[config.mk]
export PLATFORM = sky130hd
export DESIGN_NAME = kvs_cmd_arbiter_flat
export DESIGN_NICKNAME = d
export VERILOG_FILES = /design/src/rtl/kvs_cmd_arbiter_if.sv /design/src/rtl/kvs_cmd_arbiter.sv /design/src/flat_wrapper.sv
export SDC_FILE = /design/constraint.sdc
export NUM_CORES = 1
export LEC_CHECK = 0
export ABC_AREA = 1
export CAP_MARGIN = 5
export CORE_AREA = 10 10 360 362
export CTS_CLUSTER_SIZE = 16
export DETAILED_ROUTE_END_ITERATION = 8
export DIE_AREA = 0 0 370 372
export GPL_TIMING_DRIVEN = 0
export PLACE_DENSITY = 0.43
export SKIP_LAST_GASP = 1
export SLEW_MARGIN = 5
export SYNTH_ARGS = -nofsm -noshare
export SYNTH_HDL_FRONTEND = slang
export SYNTH_SLANG_ARGS = --single-unit
[constraint.sdc]
create_clock -name clk -period 3.8 [get_ports clk]
set_input_delay 0.95 -clock clk [delete_from_list [all_inputs] [get_ports clk]]
set_output_delay 0.95 -clock clk [all_outputs]
set_load 0.05 [all_outputs]
[src/rtl/kvs_cmd_arbiter_if.sv]
// Requester-side command/response bundle for kvs_cmd_arbiter.
// The master side is the requester pool and the slave side is the arbiter.
interface kvs_cmd_arbiter_if #(
    parameter int NUM_REQ = 4
);
    logic [NUM_REQ-1:0]     req_valid;
    logic [NUM_REQ-1:0]     req_ready;
    logic [NUM_REQ-1:0]     req_lock;
    logic [NUM_REQ-1:0]     req_search;
    logic [NUM_REQ-1:0]     req_update;
    logic [NUM_REQ*128-1:0] req_key;
    logic [NUM_REQ*32-1:0]  req_value;
    logic [NUM_REQ-1:0]     rsp_valid;
    logic                   rsp_hit;
    logic [15:0]            rsp_ent_addr;
    logic [31:0]            rsp_value;

    modport master (
        output req_valid, req_lock, req_search, req_update, req_key, req_value,
        input  req_ready, rsp_valid, rsp_hit, rsp_ent_addr, rsp_value
    );

    modport slave (
        input  req_valid, req_lock, req_search, req_update, req_key, req_value,
        output req_ready, rsp_valid, rsp_hit, rsp_ent_addr, rsp_value
    );
endinterface

[src/rtl/kvs_cmd_arbiter.sv]
// Round-robin arbiter with burst lock in front of the single Axonerve KVS command port.
// An in-order tag FIFO routes each acknowledge back to the requester that issued the command.
module kvs_cmd_arbiter #(
    parameter int NUM_REQ = 4,
    parameter int MAX_OUT = 16
) (
    input  logic                     clk,
    input  logic                     xrst,
    kvs_cmd_arbiter_if.slave         req_if,
    input  logic                     kvs_ready,
    input  logic                     kvs_wait,
    output logic                     kvs_cmd_valid,
    output logic                     kvs_cmd_search,
    output logic                     kvs_cmd_update,
    output logic [127:0]             kvs_key_dat,
    output logic [31:0]              kvs_key_value,
    input  logic                     kvs_ack,
    input  logic                     kvs_hit,
    input  logic [15:0]              kvs_ent_addr,
    input  logic [31:0]              kvs_rsp_value,
    output logic [$clog2(MAX_OUT):0] outstanding,
    output logic                     err
);
    localparam int IW = $clog2(NUM_REQ);
    localparam int AW = $clog2(MAX_OUT);
    localparam int CW = AW + 1;

    typedef enum logic {WAIT_RDY = 1'b0, RUN = 1'b1} state_e;

    function automatic logic [IW-1:0] wrap_idx(input logic [IW-1:0] base, input int step);
        int sum;
        sum = int'(base) + step;
        sum = (sum >= NUM_REQ) ? (sum - NUM_REQ) : sum;
        return IW'(sum);
    endfunction

    state_e               state_q, state_d;
    logic [IW-1:0]        rr_ptr_q, rr_ptr_d, lock_owner_q, lock_owner_d;
    logic                 lock_hold_q, lock_hold_d;
    logic [IW-1:0]        tag_mem_q [MAX_OUT];
    logic [IW-1:0]        tag_mem_d [MAX_OUT];
    logic [AW-1:0]        wr_ptr_q, wr_ptr_d, rd_ptr_q, rd_ptr_d;
    logic [CW-1:0]        outstanding_q, outstanding_d;
    logic                 cmd_valid_q, cmd_valid_d, cmd_search_q, cmd_search_d;
    logic                 cmd_update_q, cmd_update_d;
    logic [127:0]         key_q, key_d;
    logic [31:0]          value_q, value_d;
    logic [NUM_REQ-1:0]   rsp_valid_q, rsp_valid_d;
    logic                 rsp_hit_q, rsp_hit_d;
    logic [15:0]          rsp_addr_q, rsp_addr_d;
    logic [31:0]          rsp_value_q, rsp_value_d;
    logic                 err_q, err_d;

    logic                 sel_valid_s, can_issue_s, accept_s, ack_pop_s;
    logic [IW-1:0]        sel_idx_s;
    logic [NUM_REQ-1:0]   req_ready_s;
    logic [NUM_REQ-1:0]   onehot_one_s;

    assign onehot_one_s = {{(NUM_REQ-1){1'b0}}, 1'b1};

    // Grant selection: a held lock pins (or starves) the grant, otherwise round-robin from rr_ptr.
    always_comb begin
        sel_valid_s = 1'b0;
        sel_idx_s   = {IW{1'b0}};
        if (lock_hold_q) begin
            sel_valid_s = req_if.req_valid[lock_owner_q];
            sel_idx_s   = lock_owner_q;
        end else begin
            // Walk downward so the nearest candidate to rr_ptr is written last and wins.
            for (int k = NUM_REQ - 1; k >= 0; k--) begin
                sel_idx_s   = req_if.req_valid[wrap_idx(rr_ptr_q, k)] ? wrap_idx(rr_ptr_q, k) : sel_idx_s;
                sel_valid_s = sel_valid_s | req_if.req_valid[wrap_idx(rr_ptr_q, k)];
            end
        end
    end

    // Issue qualification and the combinational ready toward the requesters.
    always_comb begin
        can_issue_s = (state_q == RUN) && !kvs_wait && (outstanding_q < CW'(MAX_OUT));
        accept_s    = can_issue_s && sel_valid_s;
        ack_pop_s   = kvs_ack && (outstanding_q != {CW{1'b0}});
        if (accept_s) begin
            req_ready_s = onehot_one_s << sel_idx_s;
        end else begin
            req_ready_s = {NUM_REQ{1'b0}};
        end
    end

    assign req_if.req_ready = req_ready_s;

    // Next-state computation for the FSM, command register, tag FIFO and response register.
    always_comb begin
        state_d       = state_q;
        rr_ptr_d      = rr_ptr_q;
        lock_hold_d   = lock_hold_q;
        lock_owner_d  = lock_owner_q;
        tag_mem_d     = tag_mem_q;
        wr_ptr_d      = wr_ptr_q;
        rd_ptr_d      = rd_ptr_q;
        outstanding_d = outstanding_q;
        cmd_valid_d   = accept_s;
        cmd_search_d  = 1'b0;
        cmd_update_d  = 1'b0;
        key_d         = key_q;
        value_d       = value_q;
        rsp_valid_d   = {NUM_REQ{1'b0}};
        rsp_hit_d     = rsp_hit_q;
        rsp_addr_d    = rsp_addr_q;
        rsp_value_d   = rsp_value_q;
        err_d         = err_q;

        case (state_q)
            WAIT_RDY: state_d = kvs_ready ? RUN : WAIT_RDY;
            RUN:      state_d = kvs_ready ? RUN : WAIT_RDY;
            default:  state_d = WAIT_RDY;
        endcase

        if (accept_s) begin
            cmd_search_d        = req_if.req_search[sel_idx_s];
            cmd_update_d        = req_if.req_update[sel_idx_s];
            key_d               = req_if.req_key[sel_idx_s*128 +: 128];
            value_d             = req_if.req_value[sel_idx_s*32 +: 32];
            tag_mem_d[wr_ptr_q] = sel_idx_s;
            wr_ptr_d            = wr_ptr_q + {{(AW-1){1'b0}}, 1'b1};
            rr_ptr_d            = wrap_idx(sel_idx_s, 1);
            lock_hold_d         = req_if.req_lock[sel_idx_s];
            lock_owner_d        = sel_idx_s;
            err_d = err_d | (req_if.req_search[sel_idx_s] == req_if.req_update[sel_idx_s]);
        end else if (lock_hold_q && !req_if.req_valid[lock_owner_q] && !req_if.req_lock[lock_owner_q]) begin
            lock_hold_d = 1'b0;
        end else begin
            lock_hold_d = lock_hold_q;
        end

        if (ack_pop_s) begin
            rsp_valid_d = onehot_one_s << tag_mem_q[rd_ptr_q];
            rsp_hit_d   = kvs_hit;
            rsp_addr_d  = kvs_ent_addr;
            rsp_value_d = kvs_rsp_value;
            rd_ptr_d    = rd_ptr_q + {{(AW-1){1'b0}}, 1'b1};
        end else begin
            // An acknowledge with nothing in flight has no owner and is dropped.
            err_d = err_d | kvs_ack;
        end

        case ({accept_s, ack_pop_s})
            2'b10:   outstanding_d = outstanding_q + {{(CW-1){1'b0}}, 1'b1};
            2'b01:   outstanding_d = outstanding_q - {{(CW-1){1'b0}}, 1'b1};
            default: outstanding_d = outstanding_q;
        endcase
    end

    // State register; reset drops everything, including commands still in flight.
    always_ff @(posedge clk or negedge xrst) begin
        if (!xrst) begin
            state_q       <= WAIT_RDY;
            rr_ptr_q      <= {IW{1'b0}};
            lock_hold_q   <= 1'b0;
            lock_owner_q  <= {IW{1'b0}};
            for (int i = 0; i < MAX_OUT; i++) begin
                tag_mem_q[i] <= {IW{1'b0}};
            end
            wr_ptr_q      <= {AW{1'b0}};
            rd_ptr_q      <= {AW{1'b0}};
            outstanding_q <= {CW{1'b0}};
            cmd_valid_q   <= 1'b0;
            cmd_search_q  <= 1'b0;
            cmd_update_q  <= 1'b0;
            key_q         <= 128'h0;
            value_q       <= 32'h0;
            rsp_valid_q   <= {NUM_REQ{1'b0}};
            rsp_hit_q     <= 1'b0;
            rsp_addr_q    <= 16'h0;
            rsp_value_q   <= 32'h0;
            err_q         <= 1'b0;
        end else begin
            state_q       <= state_d;
            rr_ptr_q      <= rr_ptr_d;
            lock_hold_q   <= lock_hold_d;
            lock_owner_q  <= lock_owner_d;
            tag_mem_q     <= tag_mem_d;
            wr_ptr_q      <= wr_ptr_d;
            rd_ptr_q      <= rd_ptr_d;
            outstanding_q <= outstanding_d;
            cmd_valid_q   <= cmd_valid_d;
            cmd_search_q  <= cmd_search_d;
            cmd_update_q  <= cmd_update_d;
            key_q         <= key_d;
            value_q       <= value_d;
            rsp_valid_q   <= rsp_valid_d;
            rsp_hit_q     <= rsp_hit_d;
            rsp_addr_q    <= rsp_addr_d;
            rsp_value_q   <= rsp_value_d;
            err_q         <= err_d;
        end
    end

    assign kvs_cmd_valid       = cmd_valid_q;
    assign kvs_cmd_search      = cmd_search_q;
    assign kvs_cmd_update      = cmd_update_q;
    assign kvs_key_dat         = key_q;
    assign kvs_key_value       = value_q;
    assign req_if.rsp_valid    = rsp_valid_q;
    assign req_if.rsp_hit      = rsp_hit_q;
    assign req_if.rsp_ent_addr = rsp_addr_q;
    assign req_if.rsp_value    = rsp_value_q;
    assign outstanding         = outstanding_q;
    assign err                 = err_q;
endmodule

[src/flat_wrapper.sv]
// flat-port wrapper written by rule: the top's interface ports become plain ports
module kvs_cmd_arbiter_flat 
#(
    parameter int NUM_REQ = 4,
    parameter int MAX_OUT = 16
)
  (clk, xrst, kvs_ready, kvs_wait, kvs_cmd_valid, kvs_cmd_search, kvs_cmd_update, kvs_key_dat, kvs_key_value, kvs_ack, kvs_hit, kvs_ent_addr, kvs_rsp_value, outstanding, err, req_if_req_valid, req_if_req_lock, req_if_req_search, req_if_req_update, req_if_req_key, req_if_req_value, req_if_req_ready, req_if_rsp_valid, req_if_rsp_hit, req_if_rsp_ent_addr, req_if_rsp_value);
  kvs_cmd_arbiter_if #(.NUM_REQ(NUM_REQ)) req_if_i ();
  input  logic clk;
  input  logic xrst;
  input  logic kvs_ready;
  input  logic kvs_wait;
  output logic kvs_cmd_valid;
  output logic kvs_cmd_search;
  output logic kvs_cmd_update;
  output logic [127:0] kvs_key_dat;
  output logic [31:0] kvs_key_value;
  input  logic kvs_ack;
  input  logic kvs_hit;
  input  logic [15:0] kvs_ent_addr;
  input  logic [31:0] kvs_rsp_value;
  output logic [$clog2(MAX_OUT):0] outstanding;
  output logic err;
  input wire logic [$bits(req_if_i.req_valid)-1:0] req_if_req_valid;
  input wire logic [$bits(req_if_i.req_lock)-1:0] req_if_req_lock;
  input wire logic [$bits(req_if_i.req_search)-1:0] req_if_req_search;
  input wire logic [$bits(req_if_i.req_update)-1:0] req_if_req_update;
  input wire logic [$bits(req_if_i.req_key)-1:0] req_if_req_key;
  input wire logic [$bits(req_if_i.req_value)-1:0] req_if_req_value;
  output wire logic [$bits(req_if_i.req_ready)-1:0] req_if_req_ready;
  output wire logic [$bits(req_if_i.rsp_valid)-1:0] req_if_rsp_valid;
  output wire logic [$bits(req_if_i.rsp_hit)-1:0] req_if_rsp_hit;
  output wire logic [$bits(req_if_i.rsp_ent_addr)-1:0] req_if_rsp_ent_addr;
  output wire logic [$bits(req_if_i.rsp_value)-1:0] req_if_rsp_value;
  assign req_if_i.req_valid = req_if_req_valid;
  assign req_if_i.req_lock = req_if_req_lock;
  assign req_if_i.req_search = req_if_req_search;
  assign req_if_i.req_update = req_if_req_update;
  assign req_if_i.req_key = req_if_req_key;
  assign req_if_i.req_value = req_if_req_value;
  assign req_if_req_ready = req_if_i.req_ready;
  assign req_if_rsp_valid = req_if_i.rsp_valid;
  assign req_if_rsp_hit = req_if_i.rsp_hit;
  assign req_if_rsp_ent_addr = req_if_i.rsp_ent_addr;
  assign req_if_rsp_value = req_if_i.rsp_value;
  kvs_cmd_arbiter #(.NUM_REQ(NUM_REQ), .MAX_OUT(MAX_OUT)) u_core (.clk(clk), .xrst(xrst), .req_if(req_if_i), .kvs_ready(kvs_ready), .kvs_wait(kvs_wait), .kvs_cmd_valid(kvs_cmd_valid), .kvs_cmd_search(kvs_cmd_search), .kvs_cmd_update(kvs_cmd_update), .kvs_key_dat(kvs_key_dat), .kvs_key_value(kvs_key_value), .kvs_ack(kvs_ack), .kvs_hit(kvs_hit), .kvs_ent_addr(kvs_ent_addr), .kvs_rsp_value(kvs_rsp_value), .outstanding(outstanding), .err(err));
endmodule
==> impl_metrics.env <==
export IMPL_ys_warn_count=0
export IMPL_drcViolationCount=0
export IMPL_final_nets=4123
export IMPL_synth_compound_area_frac=0.194
export IMPL_grt_max_degree=87
export IMPL_synth_xor_area_frac=0.00535
export IMPL_synth_seq_cells=268
export IMPL_root_buffer="clkbuf_16"
export IMPL_synth_async_reset_ratio=1.00
export IMPL_numCtsBuffers=40
export IMPL_h_tree_depth=2
export IMPL_areaGrowthSynthToFinish_pct=81.5
export IMPL_die_h_um=372
export IMPL_worstMarginPinSlew_ns=1.17
export IMPL_timing_final_hold_violations=0
export IMPL_cts_buffer_depth=3
export IMPL_yosysMostFrequentCell="nand2_1"
export IMPL_total_power_uw=34400
export IMPL_wirelength_um=132000
export IMPL_synth_mux_area_frac=0
export IMPL_grt_pass1_vias=20400
export IMPL_start_util=0.133
export IMPL_detail_route_antenna_nets=0
export IMPL_post_synth_instance_area_mm2=0.0164
export IMPL_setup_tns_ns=0
export IMPL_clk_pin_slew_ns=0.05
export IMPL_dp_slack_ns=-2.37
export IMPL_worst_clock_skew_ns=0.0210
export IMPL_cts_hold_buf=0
export IMPL_grt_total_usage=0.180
export IMPL_synthAdderAreaFrac=0.00993
export IMPL_dieArea_mm2=0.138
export IMPL_maxSlewViolCount=0
export IMPL_drive_gt1_frac=0.0691
export IMPL_synth_top_family_by_area="simple AND/OR/NAND/NOR gates"
export IMPL_synth_edff_count=0
export IMPL_fp_row_count=129
export IMPL_use_met3=0.0668
export IMPL_setup_ws_ns=0.124
export IMPL_hold_path_class="input port to async pin"
export IMPL_slew_headroom=0.214
export IMPL_grt_use_met2=0.307
export IMPL_power_leakage_uw=0.0131
export IMPL_wl_per_cell_um=25.8
export IMPL_clock_sinks=268
export IMPL_overflow=0
export IMPL_grt_setup_unrepaired="yes"
export IMPL_yosysTopAreaCellShare=0.410
export IMPL_synth_area_leaders="dfrtp_1, nand2_1, nor2_1, o21ai_0, a21oi_1"
export IMPL_synth_simple_area_share=0.284
export IMPL_port_buffers=935
export IMPL_required_ns=2.85
export IMPL_maxCapViolations=0
export IMPL_ys_flop_type="dfrtp_1"
export IMPL_syn_inst=2403
export IMPL_grt_most_used_layer="met2"
export IMPL_synth_top_cells_by_count="nand2_1, nor2_1, dfrtp_1, o21ai_0, inv_1"
export IMPL_drt_pass1_iterations=7
export IMPL_core_area_mm2=0.123
export IMPL_status="finished, final reports clean"
export IMPL_fillCellCount=13700
export IMPL_die_w_um=370
export IMPL_critical_path_class="input port to primary output"
export IMPL_via_per_inst=4.03
export IMPL_power_density_mw_per_mm2=1160
export IMPL_min_period_ns=3.68
export IMPL_setup_viol=0
export IMPL_ys_types=38
export IMPL_synth_nets=3126
export IMPL_grtUsageMet1=0.208
export IMPL_synth_avg_cell_area_um2=6.81
export IMPL_dpl_cell_area_mm2=0.0279
export IMPL_synth_area_leader_cell="dfrtp_1"
export IMPL_fin_util=0.242
export IMPL_ff_latch_area_mm2=0.00671
export IMPL_ys_seq_area_frac=0.410
export IMPL_ios=936
export IMPL_cts_tree="built"
export IMPL_antenna_found_initial=64
export IMPL_gp_congestion=0.911
export IMPL_clk_latency_ns=0.61
export IMPL_worstSetupEndpointType="primary output"
export IMPL_critPathMaxFanout=3
export IMPL_vdd_ir_drop_max_uv=476
export IMPL_multi_input_area_mm2=0.00817
export IMPL_grt_pass1_wl_um=172000
export IMPL_arrival_ns=2.73
export IMPL_finalCritPeriodShare=0.967
export IMPL_post_dp_hpwl_um=107000
export IMPL_start_kind="input port"
export IMPL_drt_iter0_drc=1387
export IMPL_max_freq_mhz=272
export IMPL_fin_area_mm2=0.0297
export IMPL_vias=20500
[final cells by class]
cell class                 count  area share
antenna                       26     0.00219
inverter                     184      0.0236
tap                         1637      0.0689
clock inverter                12     0.00661
clock buffer                  58      0.0397
multi-input combinational   1790       0.275
timing repair buffer         960       0.326
sequential                   268       0.226
buffer                       156      0.0327
[through the flow]
stage	instances	hold WS, ns
finish	5091	0.205
floorplan	2403	0.459
global placement	4975	0.462
CTS	5060	0.142
global route	5078	0.167
detailed placement	4978	0.464
[metal layers]
| layer | vias to the layer above | share of wire |
|---|---|---|
| li1 | 9712 | - |
| met4 | 46 | 0.029 |
| met1 | 9705 | 0.39 |
| met3 | 198 | 0.093 |
| met5 | - | 0.0023 |
| met2 | 847 | 0.49 |
[layout by cell type, fill, tap and decap left out, types with 6 or more instances in the layout]
cell type | netlist | layout
a21oi_1 | 139 | 139
clkbuf_1 | 60 | 67
nor2_1 | 310 | 306
xor2_1 | 7 | 7
buf_12 | 0 | 6
clkbuf_16 | 0 | 40
nor3_1 | 18 | 18
buf_6 | 27 | 29
or2_2 | 14 | 14
buf_4 | 6 | 24
o21ai_1 | 128 | 128
clkinv_2 | 0 | 6
diode_2 | 0 | 26
o21a_1 | 20 | 20
inv_1 | 179 | 177
a21oi_2 | 11 | 10
clkbuf_8 | 0 | 11
or2_0 | 20 | 20
nand3_1 | 28 | 25
buf_1 | 16 | 15
nor2_2 | 3 | 6
nand2_2 | 5 | 14
nand2_1 | 785 | 773
clkdlybuf4s50_1 | 0 | 926
dfrtp_1 | 268 | 267
o21ai_0 | 203 | 203
o211ai_1 | 69 | 69
buf_2 | 51 | 43
ha_1 | 13 | 12
[what timing repair did]
item | CTS | global route
pin swaps | 7 | 7
cloned | 3 | 0
gates resized for setup | 69 | 22
endpoints found under the setup margin | 20 | 6
buffers inserted | 14 | 5
[sequential cells by signal, indices dropped and copies added (netlist names), 2 cells and up]
| name | count |
|---|---|
| u_core.rd_ptr_q | 4 |
| u_core.req_if.rsp_value | 32 |
| u_core.req_if.rsp_valid | 4 |
| u_core.rr_ptr_q | 2 |
| u_core.outstanding | 5 |
| u_core.lock_owner_q | 2 |
| u_core.wr_ptr_q | 4 |
| u_core.kvs_key_dat | 128 |
| u_core.kvs_key_value | 32 |
| u_core.req_if.rsp_ent_addr | 16 |
| u_core.tag_mem_q | 32 |
[report_power, final]
| part | total (µW) | leakage (µW) | switching (µW) | internal, µW |
|---|---|---|---|---|
| Sequential | 4730 | 0.00331 | 701 | 4030 |
| Clock | 4020 | 0.000676 | 1650 | 2370 |
| Combinational | 25600 | 0.00916 | 17700 | 7910 |
[path summary, 6_finish.rpt]
kind	endpoint	depth (start not counted)	slack (ns)	startpoint
max in group asynchronous	u_core.kvs_key_dat[30]	3	2.25	xrst
hold reg to reg	u_core.req_if.rsp_value[14]	2	0.48	u_core.req_if.rsp_value[14]
hold / removal	u_core.tag_mem_q[29]	1	0.20	xrst
setup reg to reg	u_core.kvs_key_dat[87]	19	0.25	u_core.rr_ptr_q[0]
setup / recovery	req_if_req_ready[0]	17	0.12	req_if_req_valid[0]
min in group clk	u_core.req_if.rsp_value[14]	2	0.48	u_core.req_if.rsp_value[14]
[critical path: stages]
cell and delay [ns]:
clkdlybuf4s15_1 0.21, nand2_1 0.08, nand2_2 0.09, nand2_2 0.09, nand2_4 0.08, nor2_1 0.05
nor2_1 0.11, nand2_2 0.08, nand3_4 0.08, nand2_4 0.06, buf_12 0.14, buf_12 0.12
buf_12 0.12, ha_1 0.19, inv_1 0.06, nor2_2 0.04, buf_6 0.16
[logic make-up after synthesis]
kind of cell | Yosys count
xor+xnor | 10
compound gates | 578
flops | 268
buf+inv | 345
simple gates | 1189
fa+ha+maj | 13
Power figures use the tool's default switching activity.
==> patch 1, RTL diff (config.mk and constraints unchanged) <==
`MAX_OUT` is set to 16 in 2 places; all go to 64.
--- a/src/rtl/kvs_cmd_arbiter.sv
+++ b/src/rtl/kvs_cmd_arbiter.sv
@@ -2,7 +2,7 @@
 // An in-order tag FIFO routes each acknowledge back to the requester that issued the command.
 module kvs_cmd_arbiter #(
     parameter int NUM_REQ = 4,
-    parameter int MAX_OUT = 16
+    parameter int MAX_OUT = 64
 ) (
     input  logic                     clk,
     input  logic                     xrst,
--- a/src/flat_wrapper.sv
+++ b/src/flat_wrapper.sv
@@ -2,7 +2,7 @@
 module kvs_cmd_arbiter_flat 
 #(
     parameter int NUM_REQ = 4,
-    parameter int MAX_OUT = 16
+    parameter int MAX_OUT = 64
 )
   (clk, xrst, kvs_ready, kvs_wait, kvs_cmd_valid, kvs_cmd_search, kvs_cmd_update, kvs_key_dat, kvs_key_value, kvs_ack, kvs_hit, kvs_ent_addr, kvs_rsp_value, outstanding, err, req_if_req_valid, req_if_req_lock, req_if_req_search, req_if_req_update, req_if_req_key, req_if_req_value, req_if_req_ready, req_if_rsp_valid, req_if_rsp_hit, req_if_rsp_ent_addr, req_if_rsp_value);
   kvs_cmd_arbiter_if #(.NUM_REQ(NUM_REQ)) req_if_i ();
Interface: changed (resized outstanding); port bits go from 936 to 938. The function was not compared with the original's and may differ.
==> patch 1 against the original RTL <==
  * Fmax is 0.86% lower
  * Sequential power is 27% higher
  * Cell area is 18% higher
  * Largest cell class unchanged
  * Die area stayed put
  * Worst setup slack worse by 32 ps
  * Sequential cell count is 102 higher
  * Power is 2.8% higher
  * Routed wire length is 17% higher
  * Clock power is 31% higher
  * Area after synthesis is 29% higher
  * Via count is 23% higher
  * Combinational power is 6% lower
==> patch 1: results <==
metrics = {
    "timing": {
        "finalClockSkew_ps": 44.52,
        "slew_headroom": 0.1767,
    },
    "routing": {
        "drt_iter0_drc": 2204,
        "routed_wl_um": 153800,
        "num_vias": 25190,
        "drt-pass1-iter-count": 6,
    },
    "synth": {
        "ys_warn_count": 0,
        "muxShareOfSynthArea": 0,
        "ys_seq_area_frac": 0.4377,
        "syn_nets": 3747,
        "syn_inst": 3028,
        "yosys-top-cells-count": "nand2_1, dfrtp_1, o21ai_0",
        "ys_types": 41,
        "synth.area.top_cells": "dfrtp_1, nand2_1, o21ai_0",
        "synth_xor_area_frac": 0.007866,
        "synth_compound_area_frac": 0.1982,
        "synthAdderAreaFrac": 0.005323,
    },
    "global_route": {
        "grt_util_met1": 0.2621,
        "antenna_found_initial": 96,
        "grtUsageMet2": 0.3453,
        "gr-usage-all-layers": 0.2115,
        "grt_pass1_vias": 24500,
        "grt_pass1_wl_um": 204800,
        "grt_max_degree": 92,
        "use_met3": 0.07376,
    },
    "placed_design": {
        "placed_cells": 5606,
        "pre_cts_ws_ps": -2220,
        "port_buffers": 937,
        "dp_hpwl_um": 122900,
        "gp_congestion": 0.9436,
    },
    "power_and_ir_drop": {
        "p_seq_frac": 0.170,
        "switching_share": 0.5617,
        "p_leak_nw": 15.65,
        "max-vdd-ir-drop_mv": 0.4115,
        "clk-power_w": 0.00528,
    },
    "critical_path": {
        "slowest_stage": "dfrtp_1",
        "critPathTopFamily": "buffers and inverters",
        "crit_path_max_fanout": 5,
        "worstPathArrival_ps": 2760,
        "max_stage_delay_ps": 410,
    },
    "clock_network": {
        "cts-htree-levels": 2,
        "clkTransAtPathRegs_ps": 60,
        "postCtsSetupBuffers": 17,
        "cts_root_buf": "clkbuf_16",
        "clock_path_buffers": 3,
        "clk_latency_ps": 680,
        "ctsResizeCount": 93,
        "numCtsBuffers": 53,
    },
    "layout": {
        "num-nets-final": 4760,
        "fin_cells": 5755,
        "final_layout_size_suffix_gt1_frac": 0.07442,
    },
    "outcome": {
        "status": "completed",
    },
}
[patch 1: changes by cell type in the layout (fill, tap and decap cells not counted), sizes merged, moves of 26 or more]
cell / unedited run / this run
a21oi: 150 / 176
clkbuf: 121 / 158
dfrtp: 268 / 370
inv: 183 / 232
nand2: 790 / 952
nor2: 313 / 394
o21ai: 331 / 525
or2: 34 / 1
[patch 1: cell families (layout without fill, tap and decap cells)]
family	count (synthesis)	in the layout
DFF	370	370
other	0	33
adders and majority gates	9	9
buffers and inverters	426	1483
xor gates and xnor gates	19	19
AOI/OAI and AO/OA	792	792
and+or+nand+nor	1412	1412
[patch 1: per-layer routing]
| layer | part of all wire | wire length [um] |
|---|---|---|
| met3 | 0.095 | 14620 |
| met4 | 0.024 | 3758 |
| met2 | 0.47 | 72490 |
| met1 | 0.41 | 62590 |
| met5 | 0.0023 | 356 |
[patch 1: cell type report]
cell class / count / area, sq um
Timing Repair Buffer: 969 / 9773
Clock inverter: 25 / 314.1
Antenna cell: 33 / 82.58
Multi-Input combinational cell: 2232 / 10160
Fill cell: 13580 / 87650
Clock buffer: 74 / 1485
Inverter: 233 / 884.6
Sequential cell: 370 / 9259
Tap cell: 1637 / 2048
Buffer: 182 / 1016
[patch 1: final timing paths]
| kind | startpoint | end | slack [ps] | cells after the start |
|---|---|---|---|---|
| worst max-delay path | u_core.rr_ptr_q[0]$_DFFE_PN0P_ | req_if_req_ready[1] | 90 | 16 |
| worst max register to register | u_core.rr_ptr_q[0]$_DFFE_PN0P_ | u_core.outstanding[6]$_DFFE_PN0P_ | 300 | 22 |
| min in group clk | u_core.req_if.rsp_value[17]$_DFFE_PN0P_ | u_core.req_if.rsp_value[17]$_DFFE_PN0P_ | 480 | 2 |
| worst min-delay path | xrst | u_core.err$_DFF_PN0_ | 230 | 1 |
| worst min register to register | u_core.req_if.rsp_value[17]$_DFFE_PN0P_ | u_core.req_if.rsp_value[17]$_DFFE_PN0P_ | 480 | 2 |
| max in group asynchronous | xrst | u_core.kvs_key_dat[24]$_DFFE_PN0P_ | 2270 | 3 |
[patch 1: stage by stage]
| stage | setup TNS, ps | instance area (sq um) | total power (W) |
|---|---|---|---|
| final | 0 | 35020 | 0.03532 |
| after global routing | -140.8 | 34990 | 0.03752 |
| after CTS | -38.46 | 34910 | 0.03572 |
| after detailed placement | -65300 | 32710 | 0.02923 |
| after global placement | -6625030 | 32590 | 0.02925 |
| after floorplan | -305.6 | 21160 | 0.01933 |
[patch 1: worst reg2reg max path, delay by kind of cell (launching register included)]
kind	cells	cell delay (ps)
buffers and inverters	6	810
AOI/OAI and AO/OA	5	670
DFF	1	410
adders and majority gates	2	430
and+or+nand+nor	7	760
xor gates and xnor gates	2	330
==> patch 2, RTL diff (config.mk and constraints unchanged) <==
Made on the original files. Take the reset off `rsp_value_q` and load it in a clocked block of its own.
--- a/src/rtl/kvs_cmd_arbiter.sv
+++ b/src/rtl/kvs_cmd_arbiter.sv
@@ -171,7 +171,6 @@
             rsp_valid_q   <= {NUM_REQ{1'b0}};
             rsp_hit_q     <= 1'b0;
             rsp_addr_q    <= 16'h0;
-            rsp_value_q   <= 32'h0;
             err_q         <= 1'b0;
         end else begin
             state_q       <= state_d;
@@ -190,9 +189,12 @@
             rsp_valid_q   <= rsp_valid_d;
             rsp_hit_q     <= rsp_hit_d;
             rsp_addr_q    <= rsp_addr_d;
-            rsp_value_q   <= rsp_value_d;
             err_q         <= err_d;
         end
+    end
+
+    always_ff @(posedge clk) begin
+        rsp_value_q <= rsp_value_d;
     end
 
     assign kvs_cmd_valid       = cmd_valid_q;
Formal check against the unedited RTL: differs if xrst is asserted again (counterexample within 4 cycles, from zero or initial values and one cycle with xrst low); with xrst held inactive, the same outputs for 4 cycles.
==> patch 2 against the original RTL <==
  * Routed wire length fell by 8.1%
  * Combinational power decreased by 3%
  * Cell area down 1.1%
  * Sequential power is essentially flat
  * Die area unchanged
  * Worst setup slack improved by 28 ps
  * Critical path depth stayed put
  * Core utilization shrank 0.26 points
  * Area after synthesis fell by 1.4%
  * Critical endpoint is now req_if_req_ready[3]
  * Largest cell class unchanged
  * Largest power group unchanged
  * Count of clock-buffer cells in the layout is 4 lower
  * Sequential cell count stayed put
  * Power shrank 2.2%
==> patch 2: results <==
metrics = {
    "timing": {
        "tightest_slew_ps": 1133,
        "finalClockSkew_ps": 34.16,
    },
    "layout": {
        "final_layout_size_suffix_gt1_frac": 0.06990,
        "multi_input_area_share": 0.2664,
        "clock_buffers": 54,
        "bufAreaShareNonClock": 0.3588,
        "seq_cell_count": 268,
        "num-nets-final": 4013,
        "final-clk-cell-share": 0.04672,
    },
    "power_and_ir_drop": {
        "max-vdd-ir-drop_mv": 0.7071,
        "power.switching_w": 0.01949,
        "pwr-share-clk": 0.119,
        "p_leak_nw": 12.72,
    },
    "global_route": {
        "grt_util_met1": 0.2004,
        "use_met3": 0.06654,
        "grtUsageMet2": 0.2688,
        "grt_pass1_wl_um": 161200,
    },
    "routing": {
        "met2WireLength_um": 55300,
        "wl_per_cell_um": 24.32,
        "drt_iter0_drc": 1063,
        "routed_wl_um": 120800,
        "num_vias": 19690,
        "wl_met3_um": 11960,
    },
    "placed_design": {
        "pre_cts_ws_ps": -2231,
        "dp_hpwl_um": 97910,
        "gp_congestion": 0.8963,
    },
    "critical_path": {
        "critPathLaunch": "req_if_req_valid[3]",
        "reg2reg_from": "u_core.outstanding[4]$_DFFE_PN0P_",
        "worstPathArrival_ps": 2700,
        "reg2reg_depth": 15,
        "r2r-end": "u_core.outstanding[4]$_DFFE_PN0P_",
    },
    "synth": {
        "ys_seq_area_frac": 0.4253,
        "synth.area.top_cells": "dfrtp_1, nand2_1, nor2_1",
        "ys_types": 39,
        "yosys-top-cells-count": "nand2_1, nor2_1, dfrtp_1",
    },
    "outcome": {
        "status": "completed",
    },
    "clock_network": {
        "numCtsBuffers": 39,
    },
}
==> patch 2: cell types whose count changed in the layout (fill, tap and decap cells not counted), moves of 3 or more <==
cell,change
nand2_1,-93
dfrtp_1,-32
edfxtp_1,+32
diode_2,-14
clkbuf_1,-8
clkbuf_8,-5
buf_4,-4
clkinvlp_4,+3
nand2_2,-3
==> patch 2: stage by stage <==
step / power (W) / cell area [sq um] / setup TNS (ps)
after floorplan: 0.01859 / 16160 / 0
after global placement: 0.02907 / 27560 / -2556660
after detailed placement: 0.02904 / 27620 / -90440
after CTS: 0.03399 / 29230 / -6.073
after global routing: 0.03628 / 29390 / -21.31
final: 0.03360 / 29410 / 0
==> patch 2: logic make-up after synthesis <==
logic type | count (synthesis) | share of synthesized area
DFF | 268 | 0.4253
AOI/OAI and AO/OA | 578 | 0.1967
adders and majority gates | 13 | 0.01008
xor gates and xnor gates | 10 | 0.005425
buffers and inverters | 337 | 0.09649
and+or+nand+nor | 1093 | 0.2660
